### src/rtl/irq_capture_rr_4.sv
// Four-line interrupt capture with a round-robin registered one-hot grant.
// The grant vector feeds encoder_4_2 and stays zero while no offer is open.
module irq_capture_rr_4 #(
    parameter int N    = 4,
    parameter bit EDGE = 1'b1
) (
    input  logic         clk,
    input  logic         rst,
    input  logic [N-1:0] req,
    input  logic [N-1:0] clr,
    output logic [N-1:0] grant,
    output logic         grant_valid,
    input  logic         grant_ready,
    output logic [N-1:0] pending,
    output logic [N-1:0] overflow
);

    localparam logic [0:0] IDLE  = 1'b0;
    localparam logic [0:0] OFFER = 1'b1;

    logic [0:0]   state;
    logic [1:0]   ptr;
    logic [1:0]   gidx;
    logic [N-1:0] req_q;
    logic [N-1:0] rise;
    logic [N-1:0] acc;
    logic [N-1:0] pending_nxt;
    logic [N-1:0] overflow_nxt;
    logic [N-1:0] rot;
    logic [1:0]   sel_off;
    logic [1:0]   sel;
    logic         sel_hit;
    logic [N-1:0] sel_onehot;

    generate
        if (EDGE) begin : g_edge
            assign rise = req & ~req_q;
        end else begin : g_level
            assign rise = req;
        end
    endgenerate

    assign acc = (grant_valid && grant_ready) ? grant : '0;

    // Set wins over a same-cycle acceptance; clear wins over both.
    always_comb begin
        pending_nxt  = pending;
        overflow_nxt = overflow;
        for (int i = 0; i < N; i++) begin
            if (clr[i]) begin
                pending_nxt[i]  = 1'b0;
                overflow_nxt[i] = 1'b0;
            end else begin
                if (rise[i]) begin
                    pending_nxt[i] = 1'b1;
                end else if (acc[i]) begin
                    pending_nxt[i] = 1'b0;
                end
                if (rise[i] && pending[i] && !acc[i]) begin
                    overflow_nxt[i] = 1'b1;
                end
            end
        end
    end

    // Rotate so rot[0] is the bit at ptr, then take the lowest set offset.
    always_comb begin
        rot = '0;
        for (int k = 0; k < N; k++) begin
            rot[k] = pending[2'(ptr + 2'(k))];
        end
    end

    always_comb begin
        sel_off = 2'd0;
        sel_hit = 1'b0;
        for (int k = N - 1; k >= 0; k--) begin
            if (rot[k]) begin
                sel_off = 2'(k);
                sel_hit = 1'b1;
            end
        end
    end

    assign sel        = ptr + sel_off;
    assign sel_onehot = N'(1) << sel;

    always_ff @(posedge clk) begin
        if (rst) begin
            state       <= IDLE;
            ptr         <= 2'd0;
            gidx        <= 2'd0;
            req_q       <= '0;
            pending     <= '0;
            overflow    <= '0;
            grant       <= '0;
            grant_valid <= 1'b0;
        end else begin
            req_q    <= req;
            pending  <= pending_nxt;
            overflow <= overflow_nxt;
            case (state)
                IDLE: begin
                    if (sel_hit) begin
                        grant       <= sel_onehot;
                        grant_valid <= 1'b1;
                        gidx        <= sel;
                        state       <= OFFER;
                    end
                end
                OFFER: begin
                    if (grant_ready) begin
                        grant       <= '0;
                        grant_valid <= 1'b0;
                        ptr         <= gidx + 2'd1;
                        state       <= IDLE;
                    end
                end
                default: begin
                    state <= IDLE;
                end
            endcase
        end
    end

endmodule

### config.mk
export PLATFORM = sky130hd
export DESIGN_NAME = irq_capture_rr_4
export DESIGN_NICKNAME = d
export VERILOG_FILES = /design/src/rtl/irq_capture_rr_4.sv
export SDC_FILE = /design/constraint.sdc
export NUM_CORES = 1
export LEC_CHECK = 0
export BUFFER_PORTS_ARGS = -buffer_cell sky130_fd_sc_hd__buf_4
export CORE_MARGIN = 3
export CORE_UTILIZATION = 40
export CTS_BUF_LIST = sky130_fd_sc_hd__clkbuf_4
export DETAILED_ROUTE_END_ITERATION = 6
export PLACE_DENSITY = 0.73
export SLEW_MARGIN = 10
export SYNTH_ARGS = -nofsm -noshare
export SYNTH_HDL_FRONTEND = slang
export SYNTH_SLANG_ARGS = --single-unit
export TNS_END_PERCENT = 5
### constraint.sdc
create_clock -name clk -period 3.28 [get_ports clk]
set_input_delay 0.328 -clock clk [delete_from_list [all_inputs] [get_ports clk]]
set_output_delay 0.328 -clock clk [all_outputs]
set_load 0.02 [all_outputs]
==> flow_summary.html, run 1 <==
<table>
<tr><th>Metric</th><th>Value</th></tr>
<tr><th colspan="2">Status</th></tr>
<tr><td>Status</td><td>finished, final reports clean</td></tr>
<tr><th colspan="2">Detailed routing</th></tr>
<tr><td>Via total after detailed routing</td><td>880</td></tr>
<tr><td>Number of nets still failing antenna checks after routing</td><td>0</td></tr>
<tr><td>Overall routed net length</td><td>2110 um</td></tr>
<tr><td>Average wire per cell in the routed design</td><td>13.1 um</td></tr>
<tr><td>Remaining DRCs</td><td>0</td></tr>
<tr><td>DRC marker count from the first detailed-route iteration</td><td>5</td></tr>
<tr><td>Initial DRT Pass Iterations</td><td>4</td></tr>
<tr><td>Average vias per placed instance</td><td>5.47</td></tr>
<tr><th colspan="2">Worst setup path</th></tr>
<tr><td>Endpoint required time on the critical path</td><td>3.49 ns</td></tr>
<tr><td>Most frequent CP cell</td><td>a21oi_1</td></tr>
<tr><td>Crit path capture type</td><td>register</td></tr>
<tr><td>Ordered cell list for the critical path</td><td>nand2_1 -&gt; a21oi_1 -&gt; nor2_1 -&gt; a211oi_1 -&gt; a21oi_1 -&gt; ha_1 -&gt; xor2_1 -&gt; xnor2_2 -&gt; a32o_1</td></tr>
<tr><td>Startpoint of the lowest-slack register-to-register path</td><td>ptr[1]</td></tr>
<tr><td>Type of the setup path with the least slack</td><td>reg -&gt; reg</td></tr>
<tr><td>Slack of the worst reg-to-reg path</td><td>1.19 ns</td></tr>
<tr><td>Slowest CP cell</td><td>dfxtp_1</td></tr>
<tr><td>Crit Reg-Reg Endpoint</td><td>grant[0]</td></tr>
<tr><td>Top fanout value on the critical path</td><td>11</td></tr>
<tr><td>Critical path data arrival time</td><td>2.31 ns</td></tr>
<tr><td>R2R cell count</td><td>9</td></tr>
<tr><td>Largest stage delay, worst path</td><td>0.54 ns</td></tr>
<tr><td>Category of the worst setup path launch point</td><td>register</td></tr>
<tr><th colspan="2">Clocking</th></tr>
<tr><td>TritonCTS clock tree</td><td>built</td></tr>
<tr><td>Clk_lat worst skew</td><td>0.30 ns</td></tr>
<tr><td>Clock slew at the register clock pins of the worst setup and hold paths</td><td>0.12 ns</td></tr>
<tr><td>Setup repair bufs after CTS</td><td>0</td></tr>
<tr><td>CTS hold repair buffers</td><td>0</td></tr>
<tr><td>Clock tree root buffer cell</td><td>clkbuf_4</td></tr>
<tr><td>Clock buffers created by TritonCTS</td><td>3</td></tr>
<tr><td>TritonCTS sink count</td><td>22</td></tr>
<tr><td>Cts repair resizes</td><td>0</td></tr>
<tr><td>Number of H-tree levels</td><td>1</td></tr>
<tr><td>Maximum root-to-sink buffer count</td><td>2</td></tr>
<tr><th colspan="2">Die</th></tr>
<tr><td>Initial standard-cell utilization of the core</td><td>43.1%</td></tr>
<tr><td>Number of top-level pins</td><td>24</td></tr>
<tr><td>Core region area</td><td>2250 um2</td></tr>
<tr><td>X dimension of the die</td><td>55.3 um</td></tr>
<tr><td>Floorplan row count</td><td>17</td></tr>
<tr><td>Overall die area</td><td>3060 um2</td></tr>
<tr><td>Die boundary height</td><td>55.3 um</td></tr>
<tr><th colspan="2">Timing</th></tr>
<tr><td>Worst Tran Pin Value</td><td>0.669 ns</td></tr>
<tr><td>Highest clock frequency the design can meet</td><td>477 MHz</td></tr>
<tr><td>Crit share post-route</td><td>63.9%</td></tr>
<tr><td>RSZ-0062 raised after global routing</td><td>false</td></tr>
<tr><td>Final count of hold timing violations</td><td>0</td></tr>
<tr><td>Relative max-transition margin</td><td>55.0%</td></tr>
<tr><td>Setup TNS</td><td>0 ns</td></tr>
<tr><td>Number of max-slew violations in the final report</td><td>0</td></tr>
<tr><td>Final setup vio count</td><td>0</td></tr>
<tr><td>Layout Skew</td><td>0.00266 ns</td></tr>
<tr><td>Final critical delay including setup and external delays</td><td>2.09 ns</td></tr>
<tr><th colspan="2">Power and ir drop</th></tr>
<tr><td>Leakage</td><td>0.482 nW</td></tr>
<tr><td>Max rail drop VDD</td><td>351 uV</td></tr>
<tr><td>Total power density per cell area</td><td>510 nW/um2</td></tr>
<tr><th colspan="2">Worst hold path</th></tr>
<tr><td>Hold worst-path end</td><td>pending[1]</td></tr>
<tr><td>Hold Crit Depth</td><td>2</td></tr>
<tr><td>Type of the worst min-delay path</td><td>in -&gt; reg</td></tr>
<tr><td>Beginning of the worst hold path</td><td>clr[1]</td></tr>
<tr><th colspan="2">Global route</th></tr>
<tr><td>Via count of the first global-routing pass</td><td>846</td></tr>
<tr><td>Global-route total usage across every layer</td><td>15.0%</td></tr>
<tr><td>Global route overflow</td><td>0</td></tr>
<tr><td>Largest net degree at the start of global routing</td><td>21</td></tr>
<tr><td>Wire length of the first global-routing pass</td><td>3750 um</td></tr>
<tr><td>Initial antenna violation count</td><td>0</td></tr>
<tr><th colspan="2">Final layout</th></tr>
<tr><td>Most common cell after layout, fill and taps aside</td><td>buf_4</td></tr>
<tr><td>Area Growth Syn to Fin</td><td>23.2%</td></tr>
<tr><td>Post-route insts no fill</td><td>161</td></tr>
<tr><td>Layout Nets</td><td>146</td></tr>
<tr><td>N_diodes</td><td>0</td></tr>
<tr><td>Ratio of cells with drive above 1 in the final layout</td><td>24.8%</td></tr>
<tr><td>Commonest cells after routing, fill and taps aside</td><td>buf_4, dfxtp_1, a21oi_1, nor2b_1, nor3_1</td></tr>
<tr><th colspan="2">Synthesis</th></tr>
<tr><td>Yosys reg bits</td><td>22</td></tr>
<tr><td>Sequential cell area fraction in the yosys report</td><td>45.3%</td></tr>
<tr><td>Warnings, synthesis</td><td>0</td></tr>
<tr><td>Fraction of registers with async set or reset after synthesis</td><td>0%</td></tr>
<tr><td>Cell area after technology mapping</td><td>972 um2</td></tr>
<tr><td>Top FF cell, synth</td><td>dfxtp_1</td></tr>
<tr><td>Number of synthesized flops with an enable pin</td><td>0</td></tr>
<tr><td>Average cell area after synthesis</td><td>8.76 um2</td></tr>
<tr><td>Number of distinct library cell variants in the gate-level netlist after synthesis</td><td>26</td></tr>
<tr><td>Net count of the mapped netlist</td><td>123</td></tr>
<tr><td>Synth Instances</td><td>111</td></tr>
<tr><th colspan="2">Placed design</th></tr>
<tr><td>DP Cell Count</td><td>157</td></tr>
<tr><td>Weighted congestion at the end of routability-driven global placement</td><td>0.809</td></tr>
<tr><td>Number of buffers added on ports</td><td>23</td></tr>
<tr><td>Post-DP HPWL</td><td>1580 um</td></tr>
<tr><th colspan="2">Job</th></tr>
<tr><td>Number of max-capacitance violations reported</td><td>0</td></tr>
</table>
[layout make-up]
type,count,area [um2]
clock buffer,3,22.5
clock inverter,1,30.0
fill,239,1060
inverter,3,11.3
multi-input combinational,81,485
sequential,22,440
tap,28,35.0
timing repair buffer,23,173
[report_power, final]
| part | internal (mW) | switching, mW |
|---|---|---|
| Clock | 0.123 | 0.0814 |
| Combinational | 0.0473 | 0.0551 |
| Sequential | 0.284 | 0.0197 |
| Total | 0.454 | 0.156 |
[sequential cells by signal, summed over array words and instances (netlist names)]
register	cells
grant_valid	1
ptr	2
req_q	4
state	1
overflow	4
gidx	2
pending	4
grant	4
[worst max-delay path: cells and delay by family, from the launching register on]
| family | cells | cell delay [ns] |
|---|---|---|
| flip-flops | 1 | 0.54 |
| XOR/XNOR | 2 | 0.38 |
| adder cells (fa/ha/maj) | 1 | 0.20 |
| AO/OA/AOI/OAI | 4 | 0.72 |
| AND/OR/NAND/NOR | 2 | 0.16 |
[through the flow]
step	hold slack (ns)	worst slack (ns)	total power, mW	instance area (um2)	utilization [%]
finish	0.173	1.19	0.611	1200	53.1
global route	0.152	1.02	0.645	1200	53.1
CTS	0.161	1.17	0.619	1200	53.1
detailed placement	0.485	1.21	0.412	1140	50.8
global placement	0.494	1.31	0.406	1140	50.8
floorplan	0.405	1.27	0.374	972	-
[synth_stat cells, types with 3 or more instances]
| master | instances | share of area [%] |
|---|---|---|
| nor2b_1 | 11 | 7.1 |
| nor2_1 | 9 | 3.5 |
| a31oi_1 | 4 | 2.6 |
| nand3_1 | 4 | 2.1 |
| nand2_1 | 8 | 3.1 |
| a211oi_1 | 3 | 2.3 |
| dfxtp_1 | 22 | 45 |
| a21oi_1 | 12 | 6.2 |
| inv_1 | 3 | 1.2 |
| o21ai_0 | 4 | 2.1 |
| nor3_1 | 11 | 5.7 |
[metal layers]
metal	wire, um	part of all wire [%]	global-route usage, %
met5	0	0	0
met4	14	0.66	3.13
met3	149	7.1	5.61
met2	1040	49	24.3
met1	908	43	19.1
[cell families after synthesis]
family	count (synthesis)	synth area share [%]
simple gates	49	26.9
compound gates	28	18.3
flops	22	45.3
buf+inv	8	4.76
xor+xnor	3	3.48
fa+ha+maj	1	1.29
[worst max path at each step]
stage	start	end	slack (ns)
floorplan	pending[2]	grant[0]	1.27
global placement	ptr[1]	grant[1]	1.31
detailed placement	pending[2]	grant[1]	1.21
CTS	pending[2]	grant[0]	1.17
global route	pending[1]	grant[0]	1.02
finish	ptr[1]	grant[0]	1.19
(Power assumes the default switching activity.)
==> inputs of run 2 (changes only) <==
--- a/config.mk
+++ b/config.mk
@@ -5,12 +5,13 @@
 export SDC_FILE = /design/constraint.sdc
 export NUM_CORES = 1
 export LEC_CHECK = 0
+export ABC_AREA = 1
 export BUFFER_PORTS_ARGS = -buffer_cell sky130_fd_sc_hd__buf_4
 export CORE_MARGIN = 3
 export CORE_UTILIZATION = 40
 export CTS_BUF_LIST = sky130_fd_sc_hd__clkbuf_4
 export DETAILED_ROUTE_END_ITERATION = 6
-export PLACE_DENSITY = 0.73
+export PLACE_DENSITY = 0.74
 export SLEW_MARGIN = 10
 export SYNTH_ARGS = -nofsm -noshare
 export SYNTH_HDL_FRONTEND = slang
==> constraint.sdc (replaced) <==
create_clock -name clk -period 1.86 [get_ports clk]
set_input_delay 0.186 -clock clk [delete_from_list [all_inputs] [get_ports clk]]
set_output_delay 0.186 -clock clk [all_outputs]
set_load 0.02 [all_outputs]
==> run 2 against run 1 <==
The flow now finishes with violations (setup timing). Routed wire length rose by 32%. Combinational power rose to 5.5 times the previous value. Clock power rose by 2%. First-iteration DRC count rose to 6.0 times the previous value. Utilization rose by 6.2 points. Clock skew barely moved. Cell count rose by 42%. Worst setup slack got worse by 1.3 ns. Hold slack got worse by 0.081 ns. Total power rose by 120%. Sequential power rose by 88%. Critical endpoint unchanged. Largest cell class unchanged.
==> flow_summary.html, run 2 <==
<table>
<tr><th>Metric</th><th>Value</th></tr>
<tr><th colspan="2">Worst hold path</th></tr>
<tr><td>Beginning of the worst hold path</td><td>req[0]</td></tr>
<tr><td>Hold worst-path end</td><td>req_q[0]</td></tr>
<tr><td>Hold Crit Depth</td><td>3</td></tr>
<tr><td>Type of the worst min-delay path</td><td>in -&gt; reg</td></tr>
<tr><th colspan="2">Die</th></tr>
<tr><td>Initial standard-cell utilization of the core</td><td>44.4%</td></tr>
<tr><td>Overall die area</td><td>3590 um2</td></tr>
<tr><td>Number of top-level pins</td><td>24</td></tr>
<tr><td>Die boundary height</td><td>59.9 um</td></tr>
<tr><td>Core region area</td><td>2610 um2</td></tr>
<tr><td>X dimension of the die</td><td>59.9 um</td></tr>
<tr><td>Floorplan row count</td><td>18</td></tr>
<tr><th colspan="2">Worst setup path</th></tr>
<tr><td>Slack of the worst reg-to-reg path</td><td>-0.10 ns</td></tr>
<tr><td>Type of the setup path with the least slack</td><td>reg -&gt; reg</td></tr>
<tr><td>Startpoint of the lowest-slack register-to-register path</td><td>ptr[1]</td></tr>
<tr><td>Crit path capture type</td><td>register</td></tr>
<tr><td>Largest stage delay, worst path</td><td>0.45 ns</td></tr>
<tr><td>Ordered cell list for the critical path</td><td>inv_2 -&gt; nand2_1 -&gt; nand2_4 -&gt; nand2_2 -&gt; nand2_2 -&gt; a21oi_2 -&gt; nor2_2 -&gt; ha_2 -&gt; xor2_2 -&gt; inv_1 -&gt; nand3_2 -&gt; nand2_4 -&gt; nor2_2 -&gt; nor2_1 -&gt; nor2_1</td></tr>
<tr><td>Top fanout value on the critical path</td><td>5</td></tr>
<tr><td>Category of the worst setup path launch point</td><td>register</td></tr>
<tr><td>Crit Reg-Reg Endpoint</td><td>grant[0]</td></tr>
<tr><td>Endpoint required time on the critical path</td><td>2.06 ns</td></tr>
<tr><td>Slowest CP cell</td><td>dfxtp_1</td></tr>
<tr><td>Critical path data arrival time</td><td>2.16 ns</td></tr>
<tr><td>R2R cell count</td><td>15</td></tr>
<tr><th colspan="2">Final layout</th></tr>
<tr><td>Ratio of cells with drive above 1 in the final layout</td><td>39.9%</td></tr>
<tr><td>Layout Nets</td><td>212</td></tr>
<tr><td>Area Growth Syn to Fin</td><td>33.5%</td></tr>
<tr><td>Post-route insts no fill</td><td>228</td></tr>
<tr><td>N_diodes</td><td>0</td></tr>
<tr><td>Most common cell after layout, fill and taps aside</td><td>buf_4</td></tr>
<tr><td>Commonest cells after routing, fill and taps aside</td><td>buf_4, nor2_1, nand2_1, dfxtp_1, inv_1</td></tr>
<tr><td>Non-Filler Cell Area, Final</td><td>1550 um2</td></tr>
<tr><th colspan="2">Synthesis</th></tr>
<tr><td>Share of the synthesized area in the top cell type</td><td>37.9%</td></tr>
<tr><td>Number of distinct library cell variants in the gate-level netlist after synthesis</td><td>20</td></tr>
<tr><td>Biggest area contributors in the synthesized netlist</td><td>dfxtp_1, nand2_1, nor2_1, nand2_2, inv_1</td></tr>
<tr><td>Sequential cell area fraction in the yosys report</td><td>37.9%</td></tr>
<tr><td>Average cell area after synthesis</td><td>7.04 um2</td></tr>
<tr><td>Fraction of registers with async set or reset after synthesis</td><td>0%</td></tr>
<tr><td>Top FF cell, synth</td><td>dfxtp_1</td></tr>
<tr><td>Cell area after technology mapping</td><td>1160 um2</td></tr>
<tr><td>Synth Instances</td><td>165</td></tr>
<tr><td>Number of synthesized flops with an enable pin</td><td>0</td></tr>
<tr><td>Yosys reg bits</td><td>22</td></tr>
<tr><td>Cell type with the largest total area after synthesis</td><td>dfxtp_1</td></tr>
<tr><td>Warnings, synthesis</td><td>0</td></tr>
<tr><td>Net count of the mapped netlist</td><td>177</td></tr>
<tr><td>Leading cell types by count after synthesis</td><td>nand2_1, nor2_1, dfxtp_1, inv_1, nand2_2</td></tr>
<tr><td>Leading cell type by number of instances after synthesis</td><td>nand2_1</td></tr>
<tr><th colspan="2">Detailed routing</th></tr>
<tr><td>Average wire per cell in the routed design</td><td>12.2 um</td></tr>
<tr><td>Overall routed net length</td><td>2780 um</td></tr>
<tr><td>Initial DRT Pass Iterations</td><td>4</td></tr>
<tr><td>Remaining DRCs</td><td>0</td></tr>
<tr><td>Number of nets still failing antenna checks after routing</td><td>0</td></tr>
<tr><td>Via total after detailed routing</td><td>1,128</td></tr>
<tr><td>Average vias per placed instance</td><td>4.95</td></tr>
<tr><td>DRC marker count from the first detailed-route iteration</td><td>30</td></tr>
<tr><th colspan="2">Timing</th></tr>
<tr><td>Final worst setup slack</td><td>-0.101 ns</td></tr>
<tr><td>Layout Skew</td><td>0.00264 ns</td></tr>
<tr><td>Highest clock frequency the design can meet</td><td>510 MHz</td></tr>
<tr><td>Relative max-transition margin</td><td>81.2%</td></tr>
<tr><td>Number of max-slew violations in the final report</td><td>0</td></tr>
<tr><td>RSZ-0062 raised after global routing</td><td>true</td></tr>
<tr><td>Final critical delay including setup and external delays</td><td>1.96 ns</td></tr>
<tr><td>Setup TNS</td><td>-0.343 ns</td></tr>
<tr><td>Crit share post-route</td><td>105%</td></tr>
<tr><td>Worst Tran Pin Value</td><td>0.282 ns</td></tr>
<tr><td>Final count of hold timing violations</td><td>0</td></tr>
<tr><td>Final setup vio count</td><td>5</td></tr>
<tr><th colspan="2">Clocking</th></tr>
<tr><td>TritonCTS sink count</td><td>22</td></tr>
<tr><td>Clock slew at the register clock pins of the worst setup and hold paths</td><td>0.11 ns</td></tr>
<tr><td>Clock tree root buffer cell</td><td>clkbuf_4</td></tr>
<tr><td>Number of H-tree levels</td><td>1</td></tr>
<tr><td>TritonCTS clock tree</td><td>built</td></tr>
<tr><td>Maximum root-to-sink buffer count</td><td>2</td></tr>
<tr><td>Clock buffers created by TritonCTS</td><td>3</td></tr>
<tr><td>Clk_lat worst skew</td><td>0.30 ns</td></tr>
<tr><th colspan="2">Power and ir drop</th></tr>
<tr><td>Internal power</td><td>0.825 mW</td></tr>
<tr><td>Reported net switching power</td><td>0.513 mW</td></tr>
<tr><td>Leakage</td><td>0.762 nW</td></tr>
<tr><td>Max rail drop VDD</td><td>657 uV</td></tr>
<tr><td>Part of the power in the clock network</td><td>15.7%</td></tr>
<tr><td>Reg power frac</td><td>42.6%</td></tr>
<tr><td>Total power density per cell area</td><td>863 nW/um2</td></tr>
<tr><td>Switching share of power</td><td>38.3%</td></tr>
<tr><td>Power share of the combinational group</td><td>41.7%</td></tr>
<tr><th colspan="2">Status</th></tr>
<tr><td>Violated checks</td><td>setup timing</td></tr>
<tr><td>Status</td><td>complete, but fails checks</td></tr>
<tr><th colspan="2">Placed design</th></tr>
<tr><td>Number of buffers added on ports</td><td>23</td></tr>
<tr><td>Post-DP HPWL</td><td>2010 um</td></tr>
<tr><td>Post-DP Area</td><td>1410 um2</td></tr>
<tr><td>DP Cell Count</td><td>222</td></tr>
<tr><td>Weighted congestion at the end of routability-driven global placement</td><td>0.834</td></tr>
<tr><th colspan="2">Global route</th></tr>
<tr><td>Largest net degree at the start of global routing</td><td>15</td></tr>
<tr><td>Global-route total usage across every layer</td><td>16.1%</td></tr>
<tr><td>Wire length of the first global-routing pass</td><td>4440 um</td></tr>
<tr><td>Global route overflow</td><td>0</td></tr>
<tr><td>Initial antenna violation count</td><td>0</td></tr>
<tr><td>Via count of the first global-routing pass</td><td>1,113</td></tr>
<tr><th colspan="2">Job</th></tr>
<tr><td>Number of max-capacitance violations reported</td><td>0</td></tr>
</table>
[run 2: changes by cell type after synthesis, sizes merged, moves of 2 or more]
cell    before  now
a211oi       3    0
a21oi       12   10
a32o         2    0
and3b        2    0
inv          3   21
nand2        8   51
nand3        4   12
nor2         9   31
nor2b       11    0
nor3        11    0
nor3b        3    0
or2          0    4
[run 2: cell type report]
| cell class | count | area (um2) |
|---|---|---|
| fill | 233 | 1060 |
| clock buffer | 3 | 22.5 |
| sequential | 22 | 443 |
| timing repair buffer | 33 | 264 |
| inverter | 21 | 91.3 |
| tap | 30 | 37.5 |
| multi-input combinational | 119 | 692 |
[run 2: critical path, delay by kind of cell, from the launching register on]
| kind | cells | cell delay (ns) |
|---|---|---|
| AOI/OAI and AO/OA | 1 | 0.15 |
| xor gates and xnor gates | 1 | 0.15 |
| adders and majority gates | 1 | 0.19 |
| buffers and inverters | 2 | 0.18 |
| DFF | 1 | 0.45 |
| and+or+nand+nor | 10 | 0.74 |
[run 2: cells by family (layout without fill, tap and decap cells)]
group | after synthesis | count (layout) | synth area share, %
buffers and inverters | 24 | 57 | 9.70
AND/OR/NAND/NOR | 98 | 98 | 41.4
XOR/XNOR | 2 | 2 | 1.51
adder cells (fa/ha/maj) | 1 | 1 | 1.08
flip-flops | 22 | 22 | 37.9
AO/OA/AOI/OAI | 18 | 18 | 8.40
[run 2: power by group through the flow]
stage	combinational, mW	sequential [mW]	clock (mW)
2_1_floorplan	0.320	0.594	0
3_3_place_gp	0.462	0.575	0
3_5_place_dp	0.478	0.577	0
4_1_cts	0.487	0.567	0.212
5_1_grt	0.618	0.575	0.230
6_report	0.558	0.570	0.209
[run 2: worst max path at each step]
stage / startpoint / endpoint / slack (ns)
after floorplan: pending[1] / grant[1] / 0.03
after global placement: ptr[0] / grant[1] / 0.03
after detailed placement: ptr[0] / grant[0] / -0.05
after CTS: ptr[0] / grant[0] / -0.04
after global routing: ptr[1] / grant[0] / -0.22
final: ptr[1] / grant[0] / -0.10
[run 2: repair_timing]
item	in CTS	in global routing
hold buffers	0	0
setup endpoints to repair	5	6
resized for setup	5	22
pin swaps	2	10
setup buffers	0	3
[run 2: layer usage]
metal  part of all wire (%)  wire [um]  global-route usage [%]
met4                   0.68         19                    8.23
met5                      0          0                       0
met2                     52       1440                    28.9
met3                    3.8        106                    2.38
met1                     44       1210                    18.3
[run 2: stage by stage]
stage,hold WS (ns),util [%],setup WS [ns],power [mW]
2_1_floorplan,0.311,-,0.0269,0.915
3_3_place_gp,0.398,54.0,0.0303,1.04
3_5_place_dp,0.405,54.0,-0.0458,1.05
4_1_cts,0.0890,55.6,-0.0396,1.27
5_1_grt,0.107,59.3,-0.225,1.42
6_report,0.0914,59.3,-0.101,1.34
